`src/rtl/fmps_pkg.sv`:
```
// Shared FMPS link definitions: header layout, FSM state encoding and header builder.
// Also imported by the receive side (fmpsReadLinks).
package fmps_pkg;

  localparam logic [15:0] HEADER_MAGIC     = 16'hB6CF;
  localparam int          MAGIC_START_BIT  = 16;
  localparam int          INDEX_START_BIT  = 10;
  localparam int          FMPS_COUNT_WIDTH = 5;

  typedef enum logic [1:0] {
    ST_IDLE   = 2'd0,
    ST_HEADER = 2'd1,
    ST_DATA   = 2'd2
  } fmpsState_t;

  // Caller passes the index zero-extended; bit 15 of the header stays 0 for indices up to 5 bits.
  function automatic logic [31:0] fmpsHeader(input logic [15:0] magic, input logic [31:0] index);
    return (32'(magic) << MAGIC_START_BIT) | (index << INDEX_START_BIT);
  endfunction

endpackage

```
`src/rtl/fmps_link_tx.sv`:
```
// FMPS link transmitter: on each accepted FA strobe sends header + NUM_DATA_WORDS status beats
// on the AXI-Stream link, with back-pressure, start gating and sent/dropped packet counters.
//
//  state     | meaning
//  ----------+--------------------------------------------------------------
//  ST_IDLE   | no packet in flight, TVALID=0, waiting for a gated FA strobe
//  ST_HEADER | presenting the header beat until it is accepted
//  ST_DATA   | presenting status word beatQ; last word carries TLAST
module fmps_link_tx
  import fmps_pkg::*;
#(
  parameter int          INDEX_WIDTH    = FMPS_COUNT_WIDTH,
  parameter int          NUM_DATA_WORDS = 1,
  parameter logic [15:0] HEADER_MAGIC   = fmps_pkg::HEADER_MAGIC
) (
  input  logic                         auClk,
  input  logic                         auResetN,
  input  logic                         auFAstrobe,
  input  logic                         auChannelUp,
  input  logic                         auInhibit,
  input  logic [INDEX_WIDTH-1:0]       fmpsIndex,
  input  logic [32*NUM_DATA_WORDS-1:0] fmpsStatus,
  output logic [31:0]                  auFMPSlinkTDATA,
  output logic                         auFMPSlinkTVALID,
  output logic                         auFMPSlinkTLAST,
  input  logic                         auFMPSlinkTREADY,
  output logic                         busy,
  output logic [15:0]                  pktCount,
  output logic [7:0]                   dropCount
);

  localparam logic [1:0] LAST_BEAT = 2'(NUM_DATA_WORDS - 1);

  fmpsState_t  stateQ, stateD;
  logic [1:0]  beatQ, beatD;
  logic [31:0] headerQ;
  logic [127:0] statusQ;

  logic handshake, startOk, lastHs, loadNew, dropEvent;

  assign handshake = auFMPSlinkTVALID & auFMPSlinkTREADY;
  assign startOk   = auFAstrobe & auChannelUp & ~auInhibit;
  assign lastHs    = (stateQ == ST_DATA) && handshake && (beatQ == LAST_BEAT);
  assign dropEvent = auFAstrobe & ~loadNew;

  always_ff @(posedge auClk) begin
    if (!auResetN) begin
      stateQ <= ST_IDLE;
      beatQ  <= 2'd0;
    end else begin
      stateQ <= stateD;
      beatQ  <= beatD;
    end
  end

  always_comb begin
    stateD  = stateQ;
    beatD   = beatQ;
    loadNew = 1'b0;
    case (stateQ)
      ST_IDLE: begin
        beatD = 2'd0;
        if (startOk) begin
          stateD  = ST_HEADER;
          loadNew = 1'b1;
        end
      end
      ST_HEADER: begin
        if (handshake) begin
          stateD = ST_DATA;
          beatD  = 2'd0;
        end
      end
      ST_DATA: begin
        if (handshake) begin
          if (beatQ == LAST_BEAT) begin
            // A strobe landing on the final handshake chains straight into the next header.
            beatD = 2'd0;
            if (startOk) begin
              stateD  = ST_HEADER;
              loadNew = 1'b1;
            end else begin
              stateD = ST_IDLE;
            end
          end else begin
            beatD = beatQ + 2'd1;
          end
        end
      end
      default: begin
        stateD = ST_IDLE;
        beatD  = 2'd0;
      end
    endcase
  end

  always_comb begin
    auFMPSlinkTVALID = (stateQ != ST_IDLE);
    busy             = (stateQ != ST_IDLE);
    auFMPSlinkTLAST  = (stateQ == ST_DATA) && (beatQ == LAST_BEAT);
    auFMPSlinkTDATA  = 32'd0;
    if (stateQ == ST_HEADER)
      auFMPSlinkTDATA = headerQ;
    else if (stateQ == ST_DATA)
      auFMPSlinkTDATA = statusQ[{beatQ, 5'd0} +: 32];
  end

  always_ff @(posedge auClk) begin
    if (!auResetN) begin
      headerQ   <= 32'd0;
      statusQ   <= 128'd0;
      pktCount  <= 16'd0;
      dropCount <= 8'd0;
    end else begin
      if (loadNew) begin
        headerQ <= fmpsHeader(HEADER_MAGIC, 32'(fmpsIndex));
        statusQ <= 128'(fmpsStatus);
      end
      if (lastHs)
        pktCount <= pktCount + 16'd1;
      if (dropEvent && (dropCount != 8'hFF))
        dropCount <= dropCount + 8'd1;
    end
  end

endmodule
```
`config.mk`:
```
export PLATFORM = sky130hd
export DESIGN_NAME = fmps_link_tx
export DESIGN_NICKNAME = d
export VERILOG_FILES = /design/src/rtl/fmps_pkg.sv /design/src/rtl/fmps_link_tx.sv
export SDC_FILE = /design/constraint.sdc
export NUM_CORES = 1
export LEC_CHECK = 0
export CORE_MARGIN = 2
export CORE_UTILIZATION = 45
export DETAILED_ROUTE_END_ITERATION = 10
export PLACE_DENSITY = 0.9
export SKIP_CTS_REPAIR_TIMING = 1
export SYNTH_ARGS = -nofsm -noshare
export SYNTH_HDL_FRONTEND = slang
export SYNTH_SLANG_ARGS = --single-unit
```
`constraint.sdc`:
```
create_clock -name auClk -period 2.5 [get_ports auClk]
set_clock_uncertainty 0.2 [all_clocks]
set_input_delay 0.5 -clock auClk [delete_from_list [all_inputs] [get_ports auClk]]
set_output_delay 0.5 -clock auClk [all_outputs]
set_load 0.02 [all_outputs]
```
# Word-level counts from Yosys, hierarchy flattened
# Index checks and enable logic that the tools add are counted.
[classes] bitwise=6 magnitude_cmp=0 reduce_logical=9 div_mod_pow=0 multipliers=0 eq_ne=7 shift=1 n_addsub=3 n_mux=16
[ops] op="128-bit by 8-bit variable part select with 32-bit output" n=1
[ops] op="32-bit 2-to-1 mux" n=2
[ops] op="16-bit by 1-bit adder with 16-bit output, second input constant" n=1
[ops] op="2-bit 2-to-1 mux" n=7
[ops] op="8-bit by 1-bit adder with 8-bit output, second input constant" n=1
[ops] op="2-bit != test, second input constant" n=4
[ops] op="8-bit != test, second input constant" n=1
[ops] op="2-bit case mux with 3 select lines" n=1
[ops] op="1-bit AND" n=4
[ops] op="1-bit logical AND" n=4
[ops] op="2-bit logical NOT" n=2
[ops] op="1-bit 2-to-1 mux" n=4
[ops] op="2-bit case mux with 2 select lines" n=1
[ops] op="4-bit AND reduction" n=1
[ops] op="2-bit by 1-bit adder with 2-bit output, second input constant" n=1
[ops] op="2-bit by 1-bit == test with 1-bit output, second input constant" n=1
[ops] op="2-bit == test, second input constant" n=1
[ops] op="1-bit NOT" n=2
[ops] op="1-bit case mux with 2 select lines" n=1
[ops] op="2-bit AND reduction" n=1
[ops] op="2-bit nonzero test" n=1
[word_totals] latch_bits=0 romBits=0 elab_cells=48 ram_bits=0 mem_count=0 reg_bits=66

# Logic depth before layout (Yosys ltp)
# Gate-level depths: netlist (run 1).
[depth] ltp_word=9 mapped_depth=8 ltp_nobuf=6

# Least setup slack after synthesis (run 1)
# OpenSTA, ideal clock, no wires.
[synth_timing] kind="register to output" from="register stateQ[1]" to="output auFMPSlinkTDATA[16]" path_slack_ns=0.285 required_ns=1.800 stages_incl_launch_ff=7 path_buffers=2 arrival_ns=1.515 cell_sequence="dfxtp_1 nor2b_1 and3_1 clkbuf_1 clkbuf_1 nand2_1 nand2_1"
[synth_between] elab_chain_cells=3
[synth_lines] item="start, declared" line="fmps_link_tx.sv:34" source="fmpsState_t stateQ, stateD;"
[synth_lines] item="start signal, assigned" line="fmps_link_tx.sv:51" source="stateQ <= stateD;"
[synth_lines] item="2-bit == test" line="fmps_link_tx.sv:104" source="else if (stateQ == ST_DATA)"
[synth_lines] item="32-bit 2-to-1 mux" line="fmps_link_tx.sv:104"
[synth_lines] item="32-bit 2-to-1 mux (*)" line="fmps_link_tx.sv:102" source="if (stateQ == ST_HEADER)"
[synth_lines] item="end, declared" line="fmps_link_tx.sv:23" source="output logic [31:0] auFMPSlinkTDATA,"
# Every way passes the cells marked *; elsewhere a longest branch is shown, timed or not.

# Final worst setup path (run 1)
[layout_timing] from="register stateQ[1]" to="output auFMPSlinkTVALID"
[layout_between] elab_chain_cells=1
[layout_lines] item="2-bit nonzero test" line="fmps_link_tx.sv:98" source="auFMPSlinkTVALID = (stateQ != ST_IDLE);"
[layout_lines] item="end, declared" line="fmps_link_tx.sv:24" source="output logic auFMPSlinkTVALID,"
# No other way between the ends.

==> out/metrics.yaml, run 1 <==
viasPerCell: 5.25
path_class: "flop to output pin"
critical_path.endpoint: "auFMPSlinkTVALID"
hold_violations: 0
clk_latency_ns: 0.32
wl_mm: 7.49
yosysSeqAreaShare_pct: 44.7
cp_slowest_cell: "clkdlybuf4s50_1"
use_met2_pct: 36.7
path_max_fanout: 6
coreArea_um2: 6350
startpoint: "stateQ[1]"
drv_cap: 0
io-pin-count: 102
dp_hpwl_mm: 5.36
ctsRootBufferMaster: "clkbuf_8"
routedWlPerCell_um: 13.3
ys_async_sr_fraction_pct: 0
critPathBufInv: 2
grt_pass1_wl_mm: 12.2
power.leakage_nw: 2.22
synth_cell_type_count: 45
final_antenna_net_count: 0
grt_overflow_total: 0
post-route-period-util_pct: 93.2
clockBufferDepth: 2
numPortBuffers: 101
drt-pass1-iter-count: 4
die-height_um: 85.0
rows: 29
cp-end-kind: "output pin"
grtUsageMet1_pct: 24.3
worstSetupStartpointType: "flop"
antenna_found_initial: 0
final_design_area_no_fill_um2: 4390
cts_made_buffers: 9
nNetsFinal: 531
synth_warnings: 0
rsz0062_at_grt: "no"
synth_seq_cells: 66
worstReg2RegStart: "beatQ[0]"
grt_pass1_vias: 2793
synthesis.area_um2: 2950
nFillCells: 507
r2r_end: "statusQ[15]"
gp_congestion: 0.831
layout_min_cycle_time_ns: 2.33
multi_input_area_um2: 1490
slowest_delay_ns: 0.54
syn2layout_area_growth_pct: 48.5
use_met3_pct: 3.60
max_slew_margin_pct: 56.7
cts.sinks: 66
placed_area_um2: 4120
diodes: 0
seq_area_um2: 1320
htreeDepth: 3
synth-edff-count: 0
critical_path_arrival_ns: 1.63
drtIter0Drc: 181
cp.depth: 3
gr-usage-all-layers_pct: 20.7
status: "completed"
synth_nets: 427
cts_tree: "yes"
synth-main-ff-cell: "dfxtp_1"
r2r_setup_slack_ns: 0.34
vdd_drop_max_mv: 0.368
crit_chain: "buf_4 > or2_2 > clkdlybuf4s50_1"
chipWidth_um: 85.0
powerDensity_nw_per_um2: 491
via_count: 2964
fmax_mhz: 429
avgSynthCellArea_um2: 7.77
hold_path.class: "flop to flop"
worstMarginPinSlew_ns: 0.650
dieArea_um2: 7230
setup_violations: 0
clkTransAtPathRegs_ns: 0.06
rr_worst_depth: 7
initial_utilization_pct: 46.5
drive_gt1_share_pct: 7.99
synthCells: 380
p_total_mw: 2.15
grt_start_max_net_pins: 39
drc: 0
required_ns: 1.80
busiest_layer: "met2"
drv_slew: 0
path_delay_family: "buffers and inverters"
==> synth_stat cells (3+ instances only) <==
master | instances | area share [%]
a21oi_1 | 48 | 8.1
a22o_1 | 5 | 1.5
and2_1 | 18 | 3.8
and3_1 | 3 | 0.64
buf_1 | 4 | 0.51
buf_2 | 5 | 0.85
clkbuf_1 | 16 | 2.0
dfxtp_1 | 66 | 45
ha_1 | 4 | 1.7
inv_1 | 7 | 0.89
mux2i_1 | 3 | 1.0
nand2_1 | 108 | 14
nand2b_1 | 3 | 0.64
nand3_1 | 12 | 2.0
nand4_1 | 5 | 1.1
nor2_1 | 14 | 1.8
o21ai_0 | 6 | 1.0
o31ai_1 | 7 | 1.8
or3_1 | 4 | 0.85
or4_1 | 5 | 1.3
xnor2_1 | 4 | 1.2
xor2_1 | 4 | 1.2
==> worst min path at each step <==
stage / startpoint / end / cells past startpoint
finish: statusQ[7] / statusQ[7] / 2
floorplan: statusQ[0] / statusQ[0] / 2
CTS: statusQ[1] / statusQ[1] / 2
global placement: statusQ[24] / statusQ[24] / 2
detailed placement: statusQ[1] / statusQ[1] / 2
global route: statusQ[1] / statusQ[1] / 2
==> power breakdown <==
part	switching (mW)	leakage (nW)	internal (mW)
logic	0.0957	1.59	0.114
registers	0.0152	0.535	1.08
clock network	0.372	0.0962	0.480
total	0.483	2.22	1.67
==> through the flow <==
| stage | hold slack, ns | util, % | worst slack [ns] | cells | TNS, ns |
|---|---|---|---|---|---|
| 3_5_place_dp | 0.242 | 64.8 | -0.00573 | 550 | -0.00842 |
| 3_3_place_gp | 0.237 | 64.8 | 0.0686 | 550 | 0 |
| 5_1_grt | 0.271 | 69.1 | 0.0530 | 565 | 0 |
| 6_report | 0.252 | 69.1 | 0.171 | 565 | 0 |
| 2_1_floorplan | 0.232 | - | 0.285 | 380 | 0 |
| 4_1_cts | 0.251 | 67.7 | -0.293 | 565 | -6.88 |
==> area by class of cell <==
cell class / instances / share of cell area (%)
clock buffers: 12 / 3.31
clock inverters: 3 / 0.913
inverters: 8 / 0.685
multi-input cells: 279 / 34.0
flip-flops and latches: 66 / 30.1
well taps: 77 / 2.20
repair buffers: 120 / 28.8
==> registers in the layout, summed over array words and instances, names as in the netlist <==
| name | flops |
|---|---|
| pktCount | 16 |
| stateQ | 2 |
| headerQ | 6 |
| statusQ | 32 |
| beatQ | 2 |
| dropCount | 8 |
==> cells by family (layout without fill, tap and decap cells) <==
logic type / Yosys count / in the layout / synth area share [%]
and+or+nand+nor: 187 / 187 / 30.0
AOI/OAI and AO/OA: 77 / 77 / 15.2
DFF: 66 / 66 / 44.7
buffers and inverters: 35 / 143 / 4.91
xor gates and xnor gates: 8 / 8 / 2.37
adders and majority gates: 4 / 4 / 1.69
muxes: 3 / 3 / 1.02
==> tightest hold or removal path, cell delays in order (launching register included) <==
cell and delay, ns:
dfxtp_1 0.31, nand2_1 0.05, a21oi_1 0.05
==> cells in the final DEF (no fill, tap or decap), types with 3 or more instances in the layout <==
| cell type | instances |
|---|---|
| nand2_1 | 107 |
| clkdlybuf4s50_1 | 68 |
| dfxtp_1 | 66 |
| a21oi_1 | 48 |
| dlymetal6s2s_1 | 33 |
| and2_1 | 18 |
| buf_4 | 17 |
| nor2_1 | 13 |
| nand3_1 | 12 |
| clkbuf_8 | 10 |
| inv_1 | 7 |
| o31ai_1 | 7 |
| o21ai_0 | 6 |
| a22o_1 | 5 |
| nand4_1 | 5 |
| or4_1 | 5 |
| or3_1 | 4 |
| xnor2_1 | 4 |
| xor2_1 | 4 |
| ha_1 | 4 |
| and3_1 | 3 |
| nand2b_1 | 3 |
| mux2i_1 | 3 |
==> per-layer routing <==
| layer | wire length [um] | up-vias | share of wire [%] |
|---|---|---|---|
| met5 | 0 | - | 0 |
| met4 | 126 | 0 | 1.7 |
| met3 | 320 | 8 | 4.3 |
| met2 | 3890 | 83 | 52 |
| met1 | 3160 | 1383 | 42 |
| li1 | - | 1490 | - |
(Power assumes the default switching activity.)
==> inputs of run 2 (changes only) <==
Settings changed: SETUP_SLACK_MARGIN from default to 0.15.
Clock period 2.5 ns to 2.8 ns, I/O delays scaled along.
==> out/metrics.yaml, run 2 (synthesis gave the netlist of run 1 again) <==
p_sw_uw: 444
dieArea_um2: 7230
worst_slack_ns: 0.255
drv_slew: 0
viasPerCell: 5.28
swShare_pct: 24.2
clockBufferDepth: 2
drc: 0
hold_violations: 0
drtIter0Drc: 156
p_total_mw: 1.83
via_count: 2928
startpoint: "stateQ[1]"
path_max_fanout: 7
nNetsFinal: 522
status: "completed"
vdd_drop_max_mv: 0.241
critical_path_arrival_ns: 1.78
fmax_mhz: 393
gp_congestion: 0.799
worstSetupStartpointType: "flop"
cts_made_buffers: 9
layout_common_cells: "108 x nand2_1, 69 x clkdlybuf4s50_1, 65 x dfxtp_1"
dp.cells: 541
powerDensity_nw_per_um2: 426
rows: 29
die-height_um: 85.0
io-pin-count: 102
diodes: 0
routedWlPerCell_um: 13.4
post-route-period-util_pct: 90.9
rsz0062_at_grt: "no"
htreeDepth: 3
critical_path.endpoint: "auFMPSlinkTLAST"
intPower_mw: 1.39
wl_mm: 7.44
cts_tree: "yes"
max_slew_margin_pct: 53.4
reg_top3: "statusQ x32, pktCount x16, dropCount x8"
path_class: "flop to output pin"
antenna_found_initial: 0
holdWs_ns: 0.250
pre_cts_ws_ns: 0.142
tns_ns: 0
grt_pass1_wl_mm: 12.0
required_ns: 2.04
layout_min_cycle_time_ns: 2.54
dp_hpwl_mm: 5.25
power.leakage_nw: 2.15
clk_latency_ns: 0.33
grt_start_max_net_pins: 39
hold_path.class: "flop to flop"
final_design_area_no_fill_um2: 4300
drive_gt1_share_pct: 6.49
layout.cells.non_filler: 555
r2r_setup_slack_ns: 0.57
worstReg2RegStart: "beatQ[0]"
cts.sinks: 66
regMostFlops: "statusQ"
largest_reg_flops: 32
placed_area_um2: 4060
clkTransAtPathRegs_ns: 0.07
chipWidth_um: 85.0
drv_cap: 0
post-route-util_pct: 67.7
final_common_cell: "nand2_1"
coreArea_um2: 6350
setup_violations: 0
drt-pass1-iter-count: 4
gr-usage-all-layers_pct: 20.5
worstMarginPinSlew_ns: 0.698
cp-end-kind: "output pin"
numPortBuffers: 101
combPwrFrac_pct: 10.1
clkPwrFrac_pct: 36.7
seq_power_share_pct: 53.2
rr_worst_depth: 6
grt_pass1_vias: 2698
syn2layout_area_growth_pct: 45.6
grt_overflow_total: 0
ctsRootBufferMaster: "clkbuf_8"
r2r_end: "statusQ[8]"
initial_utilization_pct: 46.5
final_antenna_net_count: 0
-- run 2: cell count changes in the layout (fill, tap and decap cells not counted) --
cell,change
clkdlybuf4s50_1,+1
buf_4,-10
clkbuf_1,-2
dfxtp_2,+1
clkinv_2,+2
nand2_2,-1
dlymetal6s2s_1,-1
buf_12,+1
nand2_1,+1
bufinv_16,-1
dfxtp_1,-1
-- run 2: routing by layer --
| metal | track usage [%] | vias to the layer above | part of all wire (%) |
|---|---|---|---|
| li1 | - | 1470 | - |
| met1 | 24.1 | 1365 | 42 |
| met2 | 35.4 | 79 | 52 |
| met3 | 4.38 | 14 | 4.5 |
| met4 | 9.96 | 0 | 2.3 |
| met5 | 0 | - | 0 |
-- run 2: worst min path at each step --
stage | end | slack (ns) | depth (start not counted) | from
detailed placement | statusQ[7] | 0.24 | 2 | statusQ[7]
CTS | statusQ[5] | 0.25 | 2 | statusQ[5]
global placement | statusQ[4] | 0.24 | 2 | statusQ[4]
global route | statusQ[5] | 0.27 | 2 | statusQ[5]
finish | statusQ[2] | 0.25 | 2 | statusQ[2]
floorplan | statusQ[0] | 0.23 | 2 | statusQ[0]
-- run 2: area by class of cell --
cell class	count	area (um^2)
Inverter	8	30.0
Tap cell	77	96.3
Fill cell	502	2050
Clock inverter	4	20.0
Multi-Input combinational cell	279	1490
Clock buffer	10	138
Sequential cell	66	1320
Timing Repair Buffer	111	1200
-- run 2: critical path, stage by stage, from the launching register on --
cell and delay [ns]:
dfxtp_2 0.39, nor2b_1 0.18, buf_4 0.15, and2_1 0.12, clkdlybuf4s50_1 0.61
-- run 2: power groups by stage --
stage	Sequential, mW	Clock, mW	Combinational, mW
global placement	0.995	0	0.182
detailed placement	0.997	0	0.185
finish	0.976	0.673	0.185
CTS	0.976	0.678	0.186
floorplan	0.996	0	0.0819
global route	0.978	0.729	0.201
==> RTL change 1: new RTL, flow settings as in run 1 <==
Encoding of `fmpsState_t`: now one-hot (3 bits for 3 states).
--- a/src/rtl/fmps_pkg.sv
+++ b/src/rtl/fmps_pkg.sv
@@ -8,8 +8,8 @@
   localparam int          FMPS_COUNT_WIDTH = 5;
 
-  typedef enum logic [1:0] {
-    ST_IDLE   = 2'd0,
-    ST_HEADER = 2'd1,
-    ST_DATA   = 2'd2
+  typedef enum logic [2:0] {
+    ST_IDLE   = 3'b001,
+    ST_HEADER = 3'b010,
+    ST_DATA   = 3'b100
   } fmpsState_t;
 
Function: no difference found for any inputs over 4 cycles, from zero or initial values and one cycle with auResetN low; so few cycles prove little.
==> RTL change 1 against run 1 <==
- worst hold slack got worse by 0.0013 ns
- synthesized area increased by 4.5%
- power increased by 5.2%
- setup slack got worse by 0.16 ns
- cell area increased by 5.0%
- critical path depth increased by 3
- clock power increased by 13%
- first-iteration DRC count decreased by 40%
- wire length increased by 7.8%
- sequential cell count increased by 1
- count of clock-buffer cells in the layout decreased by 2
- combinational power decreased by 10%
- synthesized cell count decreased by 0.53%
==> RTL change 1: results (changes against run 1) <==
| Metric | Value |
|---|---|
| Status | `finished clean (unchanged)` |
| Max_cap viols | `0 (unchanged)` |
| Dpl hpwl | `5480 µm (was 5360 µm)` |
| Global-route wire length before repair | `12,300 µm (was 12,200 µm)` |
| Share of layout cells above drive strength 1 | `12.9% (was 7.99%)` |
| VDD IR max | `281 µV (was 368 µV)` |
| Critical Path Fanout Max | `16 (was 6)` |
| Largest delay share family, worst path | `simple AND/OR/NAND/NOR gates (was buffers and inverters)` |
| Placed insts | `552 (was 550)` |
| Leak | `2.07 nW (was 2.22 nW)` |
| Rel. slew slack | `58.3% (was 56.7%)` |
| Synthesis warning total | `0 (unchanged)` |
| Clk Latency, worst-skew pair | `0.33 ns` |
| CTS Buffer Depth | `2 (unchanged)` |
| Vias/cell | `5.30 (was 5.25)` |
| Clock transition at the registers of the reported paths | `0.07 ns` |
| Adder-Cell Fraction of Synth Area | `1.62% (was 1.69%)` |
| CTS Buf Count | `9 (unchanged)` |
| Crit path DAT | `1.79 ns (was 1.63 ns)` |
| GP Congestion | `0.799 (was 0.831)` |
| HP Class | `reg2reg (unchanged)` |
| DRT iter0 DRCs | `108 (was 181)` |
| Port bufs | `101 (unchanged)` |
| GRT Overall Usage | `20.3% (was 20.7%)` |
| Yosys cell types | `44 (was 45)` |
| CP max stage cell | `dfxtp_2 (was clkdlybuf4s50_1)` |
| Drt first pass iters | `4 (unchanged)` |
| FFs w/ async S/R, synth | `0% (unchanged)` |
| Pin count of the biggest net entering global routing | `58 (was 39)` |
| Initial antenna violation count | `0 (unchanged)` |
| Layout Cells excl Fill | `569 (was 565)` |
| Vias in the first global route | `2,846 (was 2,793)` |
| Post-synthesis xor/xnor area fraction | `2.84% (was 2.37%)` |
| Mapped Cells | `378 (was 380)` |
| Post-synth top cells | `nand2_1 (88), dfxtp_1 (67), a21oi_1 (47) (was nand2_1 (108), dfxtp_1 (66), a21oi_1 (48))` |
| Fin nets | `532 (was 531)` |
| CP max stage delay | `0.34 ns (was 0.54 ns)` |
| Synthesized Nets | `425 (was 427)` |
| # diodes | `0 (unchanged)` |
| Htree depth | `3 (unchanged)` |
| Top flop regs | `statusQ: 32 flops, pktCount: 16 flops, dropCount: 8 flops (unchanged)` |
| Clock root cell | `clkbuf_8 (unchanged)` |
| Sequential area share after synthesis | `43.4% (was 44.7%)` |
| Synth top area cells | `dfxtp_1 (43%), nand2_1 (11%), a21oi_1 (7.6%) (was dfxtp_1 (45%), nand2_1 (14%), a21oi_1 (8.1%))` |
| Post-synthesis compound-gate area fraction | `14.8% (was 15.2%)` |
| Mux cell area share after synthesis | `2.27% (was 1.02%)` |
| Main synth FF type | `dfxtp_1 (unchanged)` |
| Wire length per cell | `14.2 µm (was 13.3 µm)` |
==> RTL change 1: cell count changes in the layout (fill, tap and decap cells not counted), sizes merged, moves of 4 or more <==
cell / delta
nand2: -20
o31ai: -4
nand2b: +6
nor2: +5
nor4: +7
xnor2: +4
a21o: +12
dlymetal6s2s: -15
mux2i: +4
buf: +13
==> RTL change 1: final timing paths <==
path	startpoint	cells after the start	end	slack (ns)
setup / recovery	stateQ[1]	6	auFMPSlinkTDATA[1]	0.007
hold / removal	statusQ[5]	2	statusQ[5]	0.25
setup reg to reg	beatQ[0]	7	pktCount[14]	0.32
hold reg to reg	statusQ[5]	2	statusQ[5]	0.25
==> RTL change 1: cell type report <==
cell class	count	area [µm²]
Fill cell	534	2110
Multi-Input combinational cell	279	1620
Sequential cell	67	1350
Timing Repair Buffer	119	1290
Clock buffer	10	138
Tap cell	80	100
Clock inverter	5	77.6
Inverter	9	33.8
==> RTL change 1: layer usage <==
metal	GRT usage [%]	routed length, µm
met5	0	0
met4	8.81	181
met3	3.71	372
met2	37.0	4220
met1	22.9	3300
==> RTL change 1: per-stage QoR <==
stage | cell area, µm² | worst slack, ns | hold WS, ns | TNS (ns) | power, mW
final | 4600 | 0.00683 | 0.251 | 0 | 2.27
after global routing | 4600 | -0.0589 | 0.271 | -0.403 | 2.35
after CTS | 4510 | -0.285 | 0.254 | -8.69 | 2.29
after detailed placement | 4300 | 0.0756 | 0.244 | 0 | 1.32
after global placement | 4300 | 0.130 | 0.238 | 0 | 1.32
after floorplan | 3090 | 0.458 | 0.232 | 0 | 1.21
==> RTL change 1: power by group <==
part           internal (mW)  switching, mW  total (mW)
clock                  0.580          0.388       0.968
combinational          0.106         0.0824       0.189
sequential              1.09         0.0166        1.11
==> RTL change 2: new RTL, settings of run 1 <==
Made on the original files. The package constant `FMPS_COUNT_WIDTH` goes from 5 to 10.
--- a/src/rtl/fmps_pkg.sv
+++ b/src/rtl/fmps_pkg.sv
@@ -6,5 +6,5 @@
   localparam int          MAGIC_START_BIT  = 16;
   localparam int          INDEX_START_BIT  = 10;
-  localparam int          FMPS_COUNT_WIDTH = 5;
+  localparam int          FMPS_COUNT_WIDTH = 10;
 
   typedef enum logic [1:0] {
Interface: changed (resized fmpsIndex); port bits go from 102 to 107. No check against the original RTL was run, so the function may have changed too.
==> RTL change 2 against run 1 <==
- largest cell class unchanged
- cell area grew 0.34%
- sequential cell count grew 1
- synthesized area grew 2.6%
- setup slack lost 0.022 ns
- worst hold slack is essentially flat
- wire length grew 1.3%
- critical endpoint is now auFMPSlinkTDATA[13]
- power shrank 4.0%
- die area grew 2.5%
- largest power group unchanged
- combinational power grew 2%
==> RTL change 2: results (changes against run 1) <==
| Metric | Value |
|---|---|
| Dpl hpwl | `5260 µm (was 5360 µm)` |
| CP max stage cell | `dfxtp_1 (was clkdlybuf4s50_1)` |
| Post-synthesis compound-gate area fraction | `14.6% (was 15.2%)` |
| VDD IR max | `309 µV (was 368 µV)` |
| DRT iter0 DRCs | `153 (was 181)` |
| Layout Cells excl Fill | `570 (was 565)` |
| Post-synth top cells | `nand2_1 (117), dfxtp_1 (67), a21oi_1 (49) (was nand2_1 (108), dfxtp_1 (66), a21oi_1 (48))` |
| Pin count of the biggest net entering global routing | `50 (was 39)` |
| GRT Overall Usage | `21.0% (was 20.7%)` |
| Avg Cell Area, Syn | `7.83 µm² (was 7.77 µm²)` |
| CTS tree | `done (unchanged)` |
| Crit path DAT | `1.65 ns (was 1.63 ns)` |
| # fillers | `537 (was 507)` |
| Sw Pwr | `0.482 mW (was 0.483 mW)` |
| CP max stage delay | `0.33 ns (was 0.54 ns)` |
| Vias/cell | `5.25 (about the same)` |
| Post-synthesis xor/xnor area fraction | `2.31% (was 2.37%)` |
| Synthesized Nets | `439 (was 427)` |
| FFs w/ async S/R, synth | `0% (unchanged)` |
| Mux cell area share after synthesis | `0.991% (was 1.02%)` |
| Adder-Cell Fraction of Synth Area | `1.65% (was 1.69%)` |
| DP Worst Slack | `0.0383 ns (was -0.00573 ns)` |
| Status | `finished clean (unchanged)` |
| Sequential area share after synthesis | `44.2% (was 44.7%)` |
| HP Class | `reg2reg (unchanged)` |
| Leak | `2.21 nW (was 2.22 nW)` |
| Fin nets | `541 (was 531)` |
| Synth top area cells | `dfxtp_1 (44%), nand2_1 (14%), a21oi_1 (8.1%) (was dfxtp_1 (45%), nand2_1 (14%), a21oi_1 (8.1%))` |
| Slew of the pin with the lowest slew margin | `0.710 ns (was 0.650 ns)` |
| Wire length per cell | `13.3 µm (about the same)` |
| GP Congestion | `0.836 (was 0.831)` |
| Share of layout cells above drive strength 1 | `7.71% (was 7.99%)` |
| Global-route wire length before repair | `12,600 µm (was 12,200 µm)` |
| Yosys cell types | `44 (was 45)` |
| Placed insts | `555 (was 550)` |
| Vias in the first global route | `2,854 (was 2,793)` |
| Critical Path Fanout Max | `19 (was 6)` |
| Port bufs | `102 (was 101)` |
| R2R depth | `6 (was 7)` |
==> RTL change 2: critical path: cells and delay by family (launching register included) <==
kind / cells / cell delay (ns)
AOI/OAI and AO/OA: 1 / 0.22
DFF: 1 / 0.33
buffers and inverters: 2 / 0.37
and+or+nand+nor: 2 / 0.40
==> RTL change 2: layer usage <==
layer  share of wire, %  GRT usage, %  vias to the layer above  wire [µm]
met5                  0             0                        -          0
met4                1.6          9.81                        0        125
met1                 42          24.7                     1375       3150
met2                 51          36.2                       98       3840
li1                   -             -                     1508          -
met3                6.3          4.72                       10        475
==> RTL change 2: worst paths after layout <==
check,startpoint,endpoint,slack [ns]
worst max-delay path,stateQ[0],auFMPSlinkTDATA[13],0.15
worst min-delay path,statusQ[24],statusQ[24],0.25
worst max register to register,beatQ[0],statusQ[19],0.40
worst min register to register,statusQ[24],statusQ[24],0.25
==> RTL change 2: logic make-up (layout without fill, tap and decap cells) <==
kind of cell	count (synthesis)	in the layout
DFF	67	67
AOI/OAI and AO/OA	77	77
and+or+nand+nor	197	197
muxes	3	3
adders and majority gates	4	4
buffers and inverters	31	137
xor gates and xnor gates	8	8
==> RTL change 2: power groups by stage <==
| stage | clock (mW) | combinational (mW) | sequential, mW |
|---|---|---|---|
| final | 0.745 | 0.214 | 1.11 |
| after global routing | 0.825 | 0.233 | 1.11 |
| after CTS | 0.770 | 0.216 | 1.11 |
| after detailed placement | 0 | 0.215 | 1.13 |
| after global placement | 0 | 0.211 | 1.13 |
| after floorplan | 0 | 0.0985 | 1.13 |
==> RTL change 2: area by class of cell <==
cell class	count	area [µm²]	area share, %
Tap cell	77	96.3	2.19
Sequential cell	67	1340	30.5
Inverter	6	22.5	0.512
Clock buffer	12	145	3.30
Clock inverter	3	15.0	0.341
Timing Repair Buffer	116	1250	28.3
Multi-Input combinational cell	289	1540	34.9
==> RTL change 2: metrics by stage <==
| stage | hold slack (ns) | instance area [µm²] |
|---|---|---|
| floorplan | 0.231 | 3030 |
| global placement | 0.237 | 4150 |
| detailed placement | 0.242 | 4150 |
| CTS | 0.252 | 4310 |
| global route | 0.269 | 4400 |
| finish | 0.251 | 4400 |
